File: src/rtl/i2c_slave_ctrl.sv
// ============================================================================
// Module   : i2c_slave_ctrl
// Brief    : I2C EEPROM slave protocol front end (START/STOP, address match,
//            ACK and read-data drive, pointer strobes). Oversamples SCL/SDA.
// Revision : 1.0
// ============================================================================
`default_nettype none

module i2c_slave_ctrl #(
    parameter logic [6:0] DEV_ADDR = 7'b1010000
) (
    input  logic       clk,
    input  logic       reset,
    input  logic       scl_in,
    input  logic       sda_in,
    output logic       sda_oe,
    output logic [7:0] rx_data,
    output logic       addr_load,
    output logic       rx_valid,
    output logic       inc,
    output logic       rw,
    input  logic [7:0] tx_data,
    output logic       busy
);

    localparam logic [3:0] c_st_idle     = 4'd0;
    localparam logic [3:0] c_st_devaddr  = 4'd1;
    localparam logic [3:0] c_st_devack   = 4'd2;
    localparam logic [3:0] c_st_waddr    = 4'd3;
    localparam logic [3:0] c_st_waddrack = 4'd4;
    localparam logic [3:0] c_st_wdata    = 4'd5;
    localparam logic [3:0] c_st_wdataack = 4'd6;
    localparam logic [3:0] c_st_rdata    = 4'd7;
    localparam logic [3:0] c_st_rdack    = 4'd8;

    logic       r_scl_s1, r_scl_s2, r_scl_d;
    logic       r_sda_s1, r_sda_s2, r_sda_d;
    logic [3:0] r_state;
    logic [2:0] r_cnt;
    logic [7:0] r_shift;
    logic       r_ack_seen;
    logic       r_mack;

    logic       w_scl_rise, w_scl_fall, w_sda_rise, w_sda_fall;
    logic       w_start, w_stop, w_last_bit, w_match;
    logic [7:0] w_byte;

    assign w_scl_rise = r_scl_s2 & ~r_scl_d;
    assign w_scl_fall = ~r_scl_s2 & r_scl_d;
    assign w_sda_rise = r_sda_s2 & ~r_sda_d;
    assign w_sda_fall = ~r_sda_s2 & r_sda_d;
    assign w_start    = w_sda_fall & r_scl_s2;
    assign w_stop     = w_sda_rise & r_scl_s2;
    assign w_byte     = {r_shift[6:0], r_sda_s2};
    assign w_last_bit = (r_cnt == 3'd7);
    assign w_match    = (w_byte[7:1] == DEV_ADDR);

    // Synchronizers reset to the idle-bus level so reset never fakes an edge.
    always_ff @(posedge clk) begin
        if (reset) begin
            r_scl_s1 <= 1'b1;
            r_scl_s2 <= 1'b1;
            r_scl_d  <= 1'b1;
            r_sda_s1 <= 1'b1;
            r_sda_s2 <= 1'b1;
            r_sda_d  <= 1'b1;
        end else begin
            r_scl_s1 <= scl_in;
            r_scl_s2 <= r_scl_s1;
            r_scl_d  <= r_scl_s2;
            r_sda_s1 <= sda_in;
            r_sda_s2 <= r_sda_s1;
            r_sda_d  <= r_sda_s2;
        end
    end

    always_ff @(posedge clk) begin
        if (reset) begin
            r_state    <= c_st_idle;
            r_cnt      <= 3'd0;
            r_shift    <= 8'h00;
            r_ack_seen <= 1'b0;
            r_mack     <= 1'b0;
            sda_oe     <= 1'b0;
            rx_data    <= 8'h00;
            addr_load  <= 1'b0;
            rx_valid   <= 1'b0;
            inc        <= 1'b0;
            rw         <= 1'b0;
            busy       <= 1'b0;
        end else begin
            addr_load <= 1'b0;
            rx_valid  <= 1'b0;
            inc       <= 1'b0;
            if (w_start) begin
                r_state    <= c_st_devaddr;
                r_cnt      <= 3'd0;
                r_ack_seen <= 1'b0;
                sda_oe     <= 1'b0;
                busy       <= 1'b1;
            end else if (w_stop) begin
                r_state    <= c_st_idle;
                r_cnt      <= 3'd0;
                r_ack_seen <= 1'b0;
                sda_oe     <= 1'b0;
                busy       <= 1'b0;
            end else begin
                case (r_state)
                    c_st_devaddr: begin
                        if (w_scl_rise) begin
                            r_shift <= w_byte;
                            r_cnt   <= r_cnt + 3'd1;
                            if (w_last_bit) begin
                                if (w_match) begin
                                    rw         <= w_byte[0];
                                    r_ack_seen <= 1'b0;
                                    r_state    <= c_st_devack;
                                end else begin
                                    r_state <= c_st_idle;
                                end
                            end
                        end
                    end
                    c_st_waddr, c_st_wdata: begin
                        if (w_scl_rise) begin
                            r_shift <= w_byte;
                            r_cnt   <= r_cnt + 3'd1;
                            if (w_last_bit) begin
                                rx_data    <= w_byte;
                                r_ack_seen <= 1'b0;
                                if (r_state == c_st_waddr) begin
                                    addr_load <= 1'b1;
                                    r_state   <= c_st_waddrack;
                                end else begin
                                    rx_valid <= 1'b1;
                                    r_state  <= c_st_wdataack;
                                end
                            end
                        end
                    end
                    // First SCL fall starts the ACK; the fall after the 9th rise ends it.
                    c_st_devack, c_st_waddrack, c_st_wdataack: begin
                        if (w_scl_rise) begin
                            r_ack_seen <= 1'b1;
                        end else if (w_scl_fall) begin
                            if (!r_ack_seen) begin
                                sda_oe <= 1'b1;
                            end else begin
                                sda_oe     <= 1'b0;
                                r_ack_seen <= 1'b0;
                                r_cnt      <= 3'd0;
                                if (r_state == c_st_devack) begin
                                    if (rw) begin
                                        r_state <= c_st_rdata;
                                        r_shift <= tx_data;
                                        sda_oe  <= ~tx_data[7];
                                    end else begin
                                        r_state <= c_st_waddr;
                                    end
                                end else begin
                                    r_state <= c_st_wdata;
                                    if (r_state == c_st_wdataack) begin
                                        inc <= 1'b1;
                                    end
                                end
                            end
                        end
                    end
                    c_st_rdata: begin
                        if (w_scl_rise) begin
                            r_cnt <= r_cnt + 3'd1;
                            if (w_last_bit) begin
                                r_ack_seen <= 1'b0;
                                r_state    <= c_st_rdack;
                            end
                        end else if (w_scl_fall && (r_cnt != 3'd0)) begin
                            r_shift <= {r_shift[6:0], 1'b0};
                            sda_oe  <= ~r_shift[6];
                        end
                    end
                    c_st_rdack: begin
                        if (w_scl_rise) begin
                            r_ack_seen <= 1'b1;
                            r_mack     <= ~r_sda_s2;
                        end else if (w_scl_fall) begin
                            if (!r_ack_seen) begin
                                sda_oe <= 1'b0;
                            end else begin
                                r_ack_seen <= 1'b0;
                                r_cnt      <= 3'd0;
                                if (r_mack) begin
                                    inc     <= 1'b1;
                                    r_shift <= tx_data;
                                    sda_oe  <= ~tx_data[7];
                                    r_state <= c_st_rdata;
                                end else begin
                                    sda_oe  <= 1'b0;
                                    r_state <= c_st_idle;
                                end
                            end
                        end
                    end
                    default: begin
                    end
                endcase
            end
        end
    end

endmodule

`default_nettype wire

File: config.mk
export PLATFORM = sky130hd
export DESIGN_NAME = i2c_slave_ctrl
export DESIGN_NICKNAME = d
export VERILOG_FILES = /design/src/rtl/i2c_slave_ctrl.sv
export SDC_FILE = /design/constraint.sdc
export NUM_CORES = 1
export LEC_CHECK = 0
export ABC_AREA = 1
export BUFFER_PORTS_ARGS = -buffer_cell sky130_fd_sc_hd__buf_2
export CORE_MARGIN = 2
export CORE_UTILIZATION = 55
export DETAILED_ROUTE_END_ITERATION = 8
export GPL_ROUTABILITY_DRIVEN = 0
export HOLD_SLACK_MARGIN = 0.1
export PLACE_DENSITY = 0.77
export SLEW_MARGIN = 20
export SYNTH_ARGS = -nofsm -noshare
export SYNTH_HDL_FRONTEND = slang
export SYNTH_SLANG_ARGS = --single-unit
File: constraint.sdc
create_clock -name clk -period 1.8 [get_ports clk]
set_input_delay 0.27 -clock clk [delete_from_list [all_inputs] [get_ports clk]]
set_output_delay 0.27 -clock clk [all_outputs]
set_load 0.02 [all_outputs]
==> metrics.md, run 1 <==
| Metric | Value |
|---|---|
| Routed Wire Length | `approximately 4300 um` |
| Crit end category | `register` |
| Pre-antenna DRT Iters | `4` |
| Final Setup Violations | `0` |
| Area of all placed cells without fillers | `2180 um^2` |
| Worst Setup Start Kind | `register` |
| Post-DP Area | `around 2100 um^2` |
| Tot GR Track Use | `between 20% and 30%` |
| CTS root buf | `clkbuf_4` |
| Worst slew margin | `62.9%` |
| Post-Syn Area | `1900 um^2` |
| Max Clk Rate | `0.596 GHz` |
| Peak VDD IR | `640 uV` |
| Pwr Total | `2.68 mW` |
| Antenna viol nets, final | `0` |
| Htree depth | `2` |
| Status | `finished, final reports clean` |
| CP startpoint | `r_state[2]` |
| Post-synth top area cell | `dfxtp_1` |
| IO buf count | `25` |
| Hold Path Stages | `2` |
| First-pass GRT wire length | `7010 um` |
| Top-count cell post-synth | `nand2_1` |
| Layout area overhead | `14.9%` |
| Vias per Instance | `5.21` |
| Die Y | `62.8 um` |
| R2R Path Start | `r_state[2]` |
| Final Hold Fails | `0` |
| CP max FO | `9` |
| Clk_skew | `3.61 ps` |
| Fin nets | `332` |
| Initial antenna violation count | `0` |
| Post-layout util | `65.5%` |
| Ant diodes | `0` |
| CTS Buffer Depth | `2` |
| P_leak | `about 1.1 nW` |
| Tcrit/Tclk final | `93.2%` |
| Clock buffer count from CTS | `5` |
| Place WS | `approximately 96 ps` |
| Pin count of the biggest net entering global routing | `21` |
| CP required | `2040 ps` |
| Worst path arrival time | `1920 ps` |
| Chip Width | `62.8 um` |
| Yosys top cell area share | `between 30% and 40%` |
| Least-Margin Pin Slew | `556 ps` |
| Pins over their slew limit | `0` |
| Top cells by count, synth | `60 x nand2_1, 45 x nor2_1, 36 x dfxtp_1, 36 x inv_1, 23 x o21ai_0` |
| Core Area | `3340 um^2` |
| R2R setup slack | `120 ps` |
| Seq. cell area | `723 um^2` |
| Yosys reg bits | `36` |
| Period minus WS final | `1680 ps` |
| Cells on worst reg2reg path | `8` |
| Core Rows | `21` |
| # fillers | `between 300 and 400` |
| # clock sinks | `36` |
| Max cap viols | `0` |
| # Post-CTS Setup Buffers | `0` |
| Starting Density | `between 50% and 60%` |
| Reg clk slew, reported paths | `110 ps` |
| DRT iter0 DRCs | `~140` |
| Die area | `3940 um^2` |
| Mapped Nets | `300` |
| Multi-input gate area | `1000 um^2` |
| I/O Pins | `26` |
| Vias in the first global route | `1554` |
| Worst hold path class | `primary input to register` |
| Worst skew pair latency | `340 ps` |
| DRC errors left | `0` |
| EDFF count, synth | `0` |
| RSZ-0062 raised after global routing | `yes` |
| Cell variety after synth | `25` |
| Worst setup margin | `122 ps` |
| Top cells by area, synth | `dfxtp_1 38%, nand2_1 12%, nor2_1 8.9%, inv_1 7.1%, o21ai_0 6.1%` |
| Final TNS setup | `0 ps` |
| Worst hold margin | `215 ps` |
| Syn Area/Cell | `6.67 um^2` |
| Crit Path Category | `register to register` |
| Main synth FF type | `dfxtp_1` |
| Yosys warns | `0` |
| Pwr dens | `1220 nW/um^2` |
| Grt total ovfl | `0` |
| Post-route insts no fill | `364` |
| Post-DR wirelength/cell | `11.9 um` |
| FFs w/ async S/R, synth | `0%` |
| Mapped Cells | `roughly 290` |
| Via count | `1895` |
| Dpl hpwl | `3110 um` |
| Layout cells sized above 1 | `around a fifth` |
| CTS tree | `yes` |
| Hold path startpoint | `reset` |
| Sequential fraction of the synthesis area | `37.9%` |
| Placed cells | `between 300 and 400` |
-- timing repair --
item,CTS,global route
hold buffers,2,0
setup endpoints to repair,0,12
hold endpoints to repair,2,0
gates resized for setup,0,6
-- worst paths after layout --
kind | endpoint
setup / recovery | r_state[2]
hold / removal | busy
setup reg to reg | r_state[2]
hold reg to reg | r_sda_s2
-- critical path, cell delays in order, from the launching register on --
cell and delay (ps):
dfxtp_1 390, nor2_1 210, nand3_2 160, nand3_4 160, o21ai_0 110, nand3_1 210
inv_1 100, o21ai_0 180, nor2_1 50
-- sequential cells by signal (all words and copies together), names as in the netlist --
register,flops
r_ack_seen,1
r_scl_d,1
r_cnt,3
rw,1
r_mack,1
r_scl_s1,1
r_sda_s2,1
busy,1
r_state,4
r_shift,7
r_sda_s1,1
addr_load,1
rx_data,8
sda_oe,1
inc,1
rx_valid,1
r_scl_s2,1
r_sda_d,1
-- kinds of logic after synthesis --
kind of cell	count (synthesis)	synth area share, %
simple gates	155	37.8
flops	36	37.9
compound gates	45	12.0
fa+ha+maj	3	1.97
buf+inv	46	10.3
-- placed cells by master (no fill, tap or decap) --
cell           count
nand2_1           59
nor2_1            45
inv_1             36
dfxtp_1           34
buf_2             25
o21ai_0           23
a21oi_1           20
nand3_1           19
nand2_2            5
clkbuf_4           5
nand3_2            4
nor2_2             4
nor2_4             4
nor3_1             4
or2_2              4
buf_4              4
nand3b_1           3
ha_1               3
inv_2              2
nand4_1            2
dlygate4sd3_1      2
dfxtp_2            2
nand3_4            1
inv_4              1
o21ai_1            1
o211ai_1           1
nor3b_1            1
nor4_1             1
clkinv_2           1
bufinv_16          1
clkbuf_1           1
-- power breakdown --
group	total (mW)	leakage, nW	switching (mW)	internal (mW)
combinational	1.15	0.732	0.766	0.383
clock	0.567	0.0422	0.276	0.291
sequential	0.961	0.294	0.0759	0.885
total	2.68	1.07	1.12	1.56
-- cell type report --
type                            instances  share of cell area (%)
Clock buffer                            6                    1.89
Clock inverter                          2                    1.60
Inverter                               39                    6.82
Multi-Input combinational cell        204                    45.9
Sequential cell                        36                    33.1
Tap cell                               46                    2.63
Timing Repair Buffer                   31                    8.02
-- routing by layer --
layer	vias to the layer above	share of wire (%)	track usage (%)	wire [um]
met5	-	0	0	0
met4	0	2.5	8.33	106
met3	13	5.8	4.86	250
met2	64	44	33.7	1880
met1	846	48	30.9	2080
li1	972	-	-	-
Note: power is estimated with default switching activity, not from simulation.
==> run 2, diff against run 1 <==
--- a/config.mk
+++ b/config.mk
@@ -5,14 +5,13 @@
 export SDC_FILE = /design/constraint.sdc
 export NUM_CORES = 1
 export LEC_CHECK = 0
-export ABC_AREA = 1
 export BUFFER_PORTS_ARGS = -buffer_cell sky130_fd_sc_hd__buf_2
-export CORE_MARGIN = 2
 export CORE_UTILIZATION = 55
 export DETAILED_ROUTE_END_ITERATION = 8
 export GPL_ROUTABILITY_DRIVEN = 0
 export HOLD_SLACK_MARGIN = 0.1
-export PLACE_DENSITY = 0.77
+export PLACE_DENSITY = 0.76
+export REMOVE_ABC_BUFFERS = 1
 export SLEW_MARGIN = 20
 export SYNTH_ARGS = -nofsm -noshare
 export SYNTH_HDL_FRONTEND = slang
==> metrics.md, run 2 <==
| Metric | Value |
|---|---|
| Status | `finished with violations` |
| Failing checks | `setup timing` |
| IO buf count | `25 (unchanged)` |
| I/O Pins | `26 (unchanged)` |
| Place WS | `-201 ps (-297 ps)` |
| Tcrit/Tclk final | `106% (+12 points)` |
| Routed Wire Length | `6670 um (+55%)` |
| Slowest-stage cell, CP | `or4b_4` |
| CP max FO | `14 (+5)` |
| Main synth FF type | `dfxtp_1` |
| Peak VDD IR | `512 uV (-20%)` |
| Pin count of the biggest net entering global routing | `28 (+33%)` |
| Post-Syn Area | `2070 um^2 (+8.7%)` |
| Chip Width | `63.3 um (+0.80%)` |
| Max cap viols | `0 (unchanged)` |
| FF-to-FF End | `r_shift[3]` |
| Area of all placed cells without fillers | `2720 um^2 (+25%)` |
| Vias in the first global route | `2023 (+30%)` |
| RSZ-0062 raised after global routing | `yes` |
| Slowest stage delay, CP | `560 ps (+170 ps)` |
| CTS tree | `yes` |
| DRC errors left | `0 (unchanged)` |
| Synth Area in XOR/XNOR | `0.424% (+0.42 points)` |
| Die area | `4010 um^2 (+1.6%)` |
| Combinational power share | `9.1% (-34 points)` |
| P_leak | `1.12 nW (+4.8%)` |
| R2R setup slack | `-100 ps (-220 ps)` |
| Fin nets | `296 (-11%)` |
| CTS root buf | `clkbuf_8` |
| Top cells by area, synth | `dfxtp_1 35%, mux2i_1 7.7%, a21oi_1 4.1%, nor2_1 4.0%, or2_2 3.0%` |
| Pins over their slew limit | `0 (unchanged)` |
| Hold Path Stages | `2 (unchanged)` |
| Clk_skew | `8.07 ps (+4.46 ps)` |
| Int Power | `1.28 mW (-18%)` |
| Starting Density | `59.6% (+2.6 points)` |
| Core Area | `3470 um^2 (+3.9%)` |
| Mapped Cells | `229 (-20%)` |
| Layout cells sized above 1 | `45.4% (+26 points)` |
| Worst hold margin | `152 ps (-62.8 ps)` |
| Worst slew margin | `62.2% (-0.68 points)` |
| Sequential fraction of the synthesis area | `34.9% (-3.0 points)` |
| Final Setup Violations | `8 (+8)` |
| Mux cell area share after synthesis | `8.29% (+8.3 points)` |
| Crit end category | `register` |
| Syn Area/Cell | `9.03 um^2 (+35%)` |
| Grt total ovfl | `0 (unchanged)` |
| Least-Margin Pin Slew | `566 ps (+9.94 ps)` |
| Antenna viol nets, final | `0 (unchanged)` |
| Core Rows | `21 (unchanged)` |
| Yosys top cell area share | `34.9% (-3.0 points)` |
| FFs w/ async S/R, synth | `0% (unchanged)` |
| Ant diodes | `0 (unchanged)` |
| Hold Path Sink | `r_sda_s1` |
| Post-DR wirelength/cell | `20.3 um (+71%)` |
| Yosys reg bits | `36 (unchanged)` |
| Post-DP Area | `2430 um^2 (+18%)` |
| Post-Synth Adder-Cell Area | `2.30% (+0.33 points)` |
| Main combinational cell family by area after synthesis | `simple AND/OR/NAND/NOR gates` |
| Critical path buffer and inverter count | `2 (+1)` |
| Worst setup margin | `-101 ps (-222 ps)` |
| CP required | `2000 ps (-40 ps)` |
| First-pass GRT wire length | `9850 um (+41%)` |
| Max FFs per register | `8 (unchanged)` |
| Most common library cell in the layout ignoring fill and taps | `buf_4` |
| Via count | `2130 (+12%)` |
| Crit Path Category | `register to register` |
| Dpl hpwl | `3870 um (+25%)` |
| Reg clk slew, reported paths | `80 ps (-30 ps)` |
| Htree depth | `2 (unchanged)` |
| Initial antenna violation count | `0 (unchanged)` |
| Switching share of power | `25.1% (-17 points)` |
| Largest regs | `rx_data x8, r_shift x7, r_state x4` |
| Cells on worst reg2reg path | `6 (-2)` |
| Clock buffer count from CTS | `5 (unchanged)` |
| Critical Path, Cell by Cell | `buf_4, or4b_4, a31oi_4, a2111oi_4, buf_12, a311oi_1` |
| Most frequent cells in the layout | `35 x buf_4, 29 x dfxtp_1, 25 x buf_2` |
| Cell variety after synth | `56 (+120%)` |
| # fillers | `247 (-24%)` |
| Pwr dens | `629 nW/um^2 (-49%)` |
| Worst hold path class | `primary input to register` |
| Final Hold Fails | `0 (unchanged)` |
| Most flops, register | `rx_data` |
| DRT iter0 DRCs | `262 (+93%)` |
| Hold path startpoint | `sda_in` |
| Layout area overhead | `31.7%` |
| Sequential share of power | `47.7% (+12 points)` |
| Clock Power Share | `43.2% (+22 points)` |
| Post-synth top area cell | `dfxtp_1` |
| Yosys warns | `0 (unchanged)` |
| R2R Path Start | `r_state[2]` |
| Die Y | `63.3 um (+0.80%)` |
| Worst skew pair latency | `300 ps (-40 ps)` |
| Top-count cell post-synth | `dfxtp_1` |
| Worst Setup Start Kind | `register` |
| Synth Area in Compound Gates | `23.0% (+11 points)` |
| Worst path arrival time | `2100 ps (+180 ps)` |
| Psw | `0.429 mW (-62%)` |
| Tot GR Track Use | `32.1% (+9.9 points)` |
| CTS Buffer Depth | `2 (unchanged)` |
| Vias per Instance | `6.49 (+25%)` |
| Hold_buf cts | `0 (-2)` |
| Period minus WS final | `1900 ps (+222 ps)` |
| Pre-antenna DRT Iters | `6 (+2)` |
| EDFF count, synth | `0 (unchanged)` |
| Post-synthesis simple-gate area fraction | `24.0% (-14 points)` |
| Cell family with most CP delay | `simple AND/OR/NAND/NOR gates` |
| Top cells by count, synth | `36 x dfxtp_1, 22 x nor2_1, 17 x a21oi_1` |
| Max Clk Rate | `0.526 GHz (-12%)` |
| # clock sinks | `36 (unchanged)` |
==> run 2: what timing repair did <==
item,in CTS,in global routing
gates cloned,1,0
pin swaps,6,6
resized for setup,19,21
setup endpoints to repair,11,24
setup buffers,2,0
==> run 2: logic make-up after synthesis <==
kind of cell / Yosys count
adder cells (fa/ha/maj): 4
XOR/XNOR: 1
buffers and inverters: 27
AO/OA/AOI/OAI: 60
AND/OR/NAND/NOR: 84
flip-flops: 36
multiplexers: 17
==> run 2: layout make-up <==
class	instances	area [um^2]	area share, %
Tap cell	46	57.6	2.11
Clock buffer	5	68.8	2.53
Multi-Input combinational cell	167	1350	49.5
Clock inverter	3	42.5	1.56
Sequential cell	36	737	27.1
Timing Repair Buffer	63	439	16.1
Inverter	8	30.0	1.10
==> run 2: metrics by stage <==
step / utilization (%) / TNS, ps / total power [mW] / std cells
after global routing: 78.5 / -1080 / 1.75 / 328
after detailed placement: 70.0 / -1150 / 0.968 / 317
after global placement: 70.0 / -550 / 0.965 / 317
after floorplan: - / -2620 / 0.897 / 210
after CTS: 76.3 / -65.2 / 1.69 / 328
final: 78.5 / -507 / 1.71 / 328
==> run 2: worst max path at each step <==
stage / cells past startpoint / startpoint / to
floorplan: 5 / r_state[3] / r_shift[0]
global placement: 5 / r_state[0] / r_shift[0]
detailed placement: 5 / r_state[0] / r_shift[2]
CTS: 7 / r_state[2] / sda_oe
global route: 7 / r_state[2] / r_shift[1]
finish: 6 / r_state[2] / r_shift[3]
==> run 2: power by group through the flow <==
stage,combinational (mW),sequential (mW),clock [mW]
floorplan,0.0569,0.840,0
global placement,0.131,0.833,0
detailed placement,0.134,0.834,0
CTS,0.143,0.815,0.734
global route,0.163,0.817,0.773
finish,0.156,0.816,0.739
==> run 2: metal layers <==
metal	wire length, um	track usage [%]	share of wire (%)	vias up
met1	2590	39.0	39	986
met4	403	14.8	6.0	0
met5	0	0	0	-
met2	3050	52.2	46	138
li1	-	-	-	947
met3	628	9.24	9.4	59
==> run 3, diff against run 2 <==
--- a/config.mk
+++ b/config.mk
@@ -10,7 +10,7 @@
 export DETAILED_ROUTE_END_ITERATION = 8
 export GPL_ROUTABILITY_DRIVEN = 0
 export HOLD_SLACK_MARGIN = 0.1
-export PLACE_DENSITY = 0.76
+export PLACE_DENSITY_LB_ADDON = 0.15
 export REMOVE_ABC_BUFFERS = 1
 export SLEW_MARGIN = 20
 export SYNTH_ARGS = -nofsm -noshare
==> metrics.md, run 3 (synthesis gave the netlist of run 2 again) <==
| Metric | Value |
|---|---|
| Peak VDD IR | `611 uV (+19%)` |
| Post-layout util | `81.3% (+2.8 points)` |
| Tot GR Track Use | `28.1% (-4.0 points)` |
| Post-DR wirelength/cell | `18.0 um (-11%)` |
| Max Clk Rate | `0.495 GHz (-6.0%)` |
| Pwr Total | `1.71 mW (-0.35%)` |
| Clk_skew | `17.7 ps (+9.61 ps)` |
| Worst path arrival time | `2200 ps (+100 ps)` |
| Fin nets | `306 (+3.4%)` |
| # fillers | `219 (-11%)` |
| DRC errors left | `0 (unchanged)` |
| I/O Pins | `26 (unchanged)` |
| CP max FO | `7 (-7)` |
| Least-Margin Pin Slew | `510 ps (-56.6 ps)` |
| Worst skew pair latency | `310 ps (about the same)` |
| Max FFs per register | `8 (unchanged)` |
| RSZ-0062 raised after global routing | `yes` |
| Core Area | `3470 um^2 (unchanged)` |
| Layout area overhead | `36.4%` |
| IO buf count | `25 (unchanged)` |
| Initial antenna violation count | `0 (unchanged)` |
| Die Y | `63.3 um (unchanged)` |
| DRT iter0 DRCs | `216 (-18%)` |
| Vias in the first global route | `1835 (-9.3%)` |
| Htree depth | `2 (unchanged)` |
| Antenna viol nets, final | `0 (unchanged)` |
| Pins over their slew limit | `0 (unchanged)` |
| Place WS | `-141 ps (+59.8 ps)` |
| Core Rows | `21 (unchanged)` |
| Worst hold margin | `153 ps (+1.59 ps)` |
| Largest regs | `rx_data x8, r_shift x7, r_state x4` |
| Worst Setup Start Kind | `register` |
| Dpl hpwl | `3670 um (-5.3%)` |
| Grt total ovfl | `0 (unchanged)` |
| Crit end category | `register` |
| Pin count of the biggest net entering global routing | `28 (unchanged)` |
| Final Setup Violations | `9 (+1)` |
| Worst hold path class | `primary input to register` |
| Period minus WS final | `2020 ps (+121 ps)` |
| Clock buffer count from CTS | `5 (unchanged)` |
| CTS Buffer Depth | `2 (unchanged)` |
| Most frequent cells in the layout | `41 x buf_4, 29 x dfxtp_1, 25 x buf_2` |
| Status | `finished with violations` |
| CP required | `1980 ps (-20 ps)` |
| First-pass GRT wire length | `8630 um (-12%)` |
| Layout cells sized above 1 | `45.2% (-0.18 points)` |
| Max cap viols | `0 (unchanged)` |
| P_leak | `1.20 nW (+7.2%)` |
| Reg clk slew, reported paths | `70 ps (about the same)` |
| CTS tree | `yes` |
| Routed Wire Length | `6090 um (-8.7%)` |
| Final Hold Fails | `0 (unchanged)` |
| Ant diodes | `0 (unchanged)` |
| Most common library cell in the layout ignoring fill and taps | `buf_4` |
| Failing checks | `setup timing` |
| CTS root buf | `clkbuf_8` |
| Chip Width | `63.3 um (unchanged)` |
| Worst setup margin | `-221 ps (-121 ps)` |
| Most flops, register | `rx_data` |
| Pre-antenna DRT Iters | `5 (-1)` |
| Starting Density | `59.6% (unchanged)` |
| Crit Path Category | `register to register` |
| Vias per Instance | `6.02 (-7.3%)` |
| # clock sinks | `36 (unchanged)` |
| Worst slew margin | `65.9% (+3.8 points)` |
| Pwr dens | `605 nW/um^2 (-3.8%)` |
| Tcrit/Tclk final | `112% (+6.7 points)` |
| Via count | `2034 (-4.5%)` |
| Hold_buf cts | `0 (unchanged)` |
| Die area | `4010 um^2 (unchanged)` |
## run 3: changes by cell type in the layout (fill, tap and decap cells not counted), moves of 2 or more
cell      delta
a311oi_2     +3
nand2b_4     -2
buf_6        +3
o21ai_2      -2
buf_4        +6
dfxtp_2      +2
dfxtp_4      -2
a311oi_1     -3
a21oi_1      +4
a21oi_2      -5
## run 3: per-layer routing
layer	GRT usage, %	share of wire (%)	up-vias
li1	-	-	963
met1	37.2	42	938
met2	42.9	46	109
met3	7.07	9.0	24
met4	12.5	3.8	0
met5	0	0	-
## run 3: final timing paths
kind / startpoint / to / slack [ps] / depth (start not counted)
worst max-delay path: r_sda_s2 / r_shift[1] / -220 / 6
worst min-delay path: sda_in / r_sda_s1 / 150 / 2
worst min register to register: r_scl_s1 / r_scl_s2 / 430 / 1
worst max register to register: r_sda_s2 / r_shift[1] / -220 / 6
## run 3: power breakdown
group / internal (mW) / switching [mW] / total, mW
Clock: 0.411 / 0.310 / 0.721
Combinational: 0.0813 / 0.0872 / 0.169
Sequential: 0.805 / 0.0105 / 0.816
## run 3: cell type report
cell class              instances  area, um^2  share of cell area [%]
multi-input cells             167        1340                    47.4
flip-flops and latches         36         732                    26.0
repair buffers                 73         556                    19.7
clock buffers                   6        72.6                    2.57
well taps                      46        57.6                    2.04
clock inverters                 2        35.0                    1.24
inverters                       8        30.0                    1.07
## run 3: timing repair
item,CTS,global route
cloned,1,1
pin swaps,6,11
resized for setup,14,24
buffers inserted,4,7
endpoints found under the setup margin,11,23
## run 3: stage by stage
| step | setup TNS, ps | cell area, um^2 | cells |
|---|---|---|---|
| 6_report | -713 | 2820 | 338 |
| 4_1_cts | -256 | 2650 | 330 |
| 5_1_grt | -1600 | 2820 | 338 |
| 3_5_place_dp | -842 | 2430 | 317 |
| 3_3_place_gp | -390 | 2430 | 317 |
| 2_1_floorplan | -2620 | 1950 | 210 |
## run 3: worst max-delay path, cell delays in order, from the launching register on
cell       delay, ps
dfxtp_1          320
xnor2_1          400
nor2_1           210
a2111oi_4        320
clkbuf_16        230
a21oi_1           80
a311oi_1         320
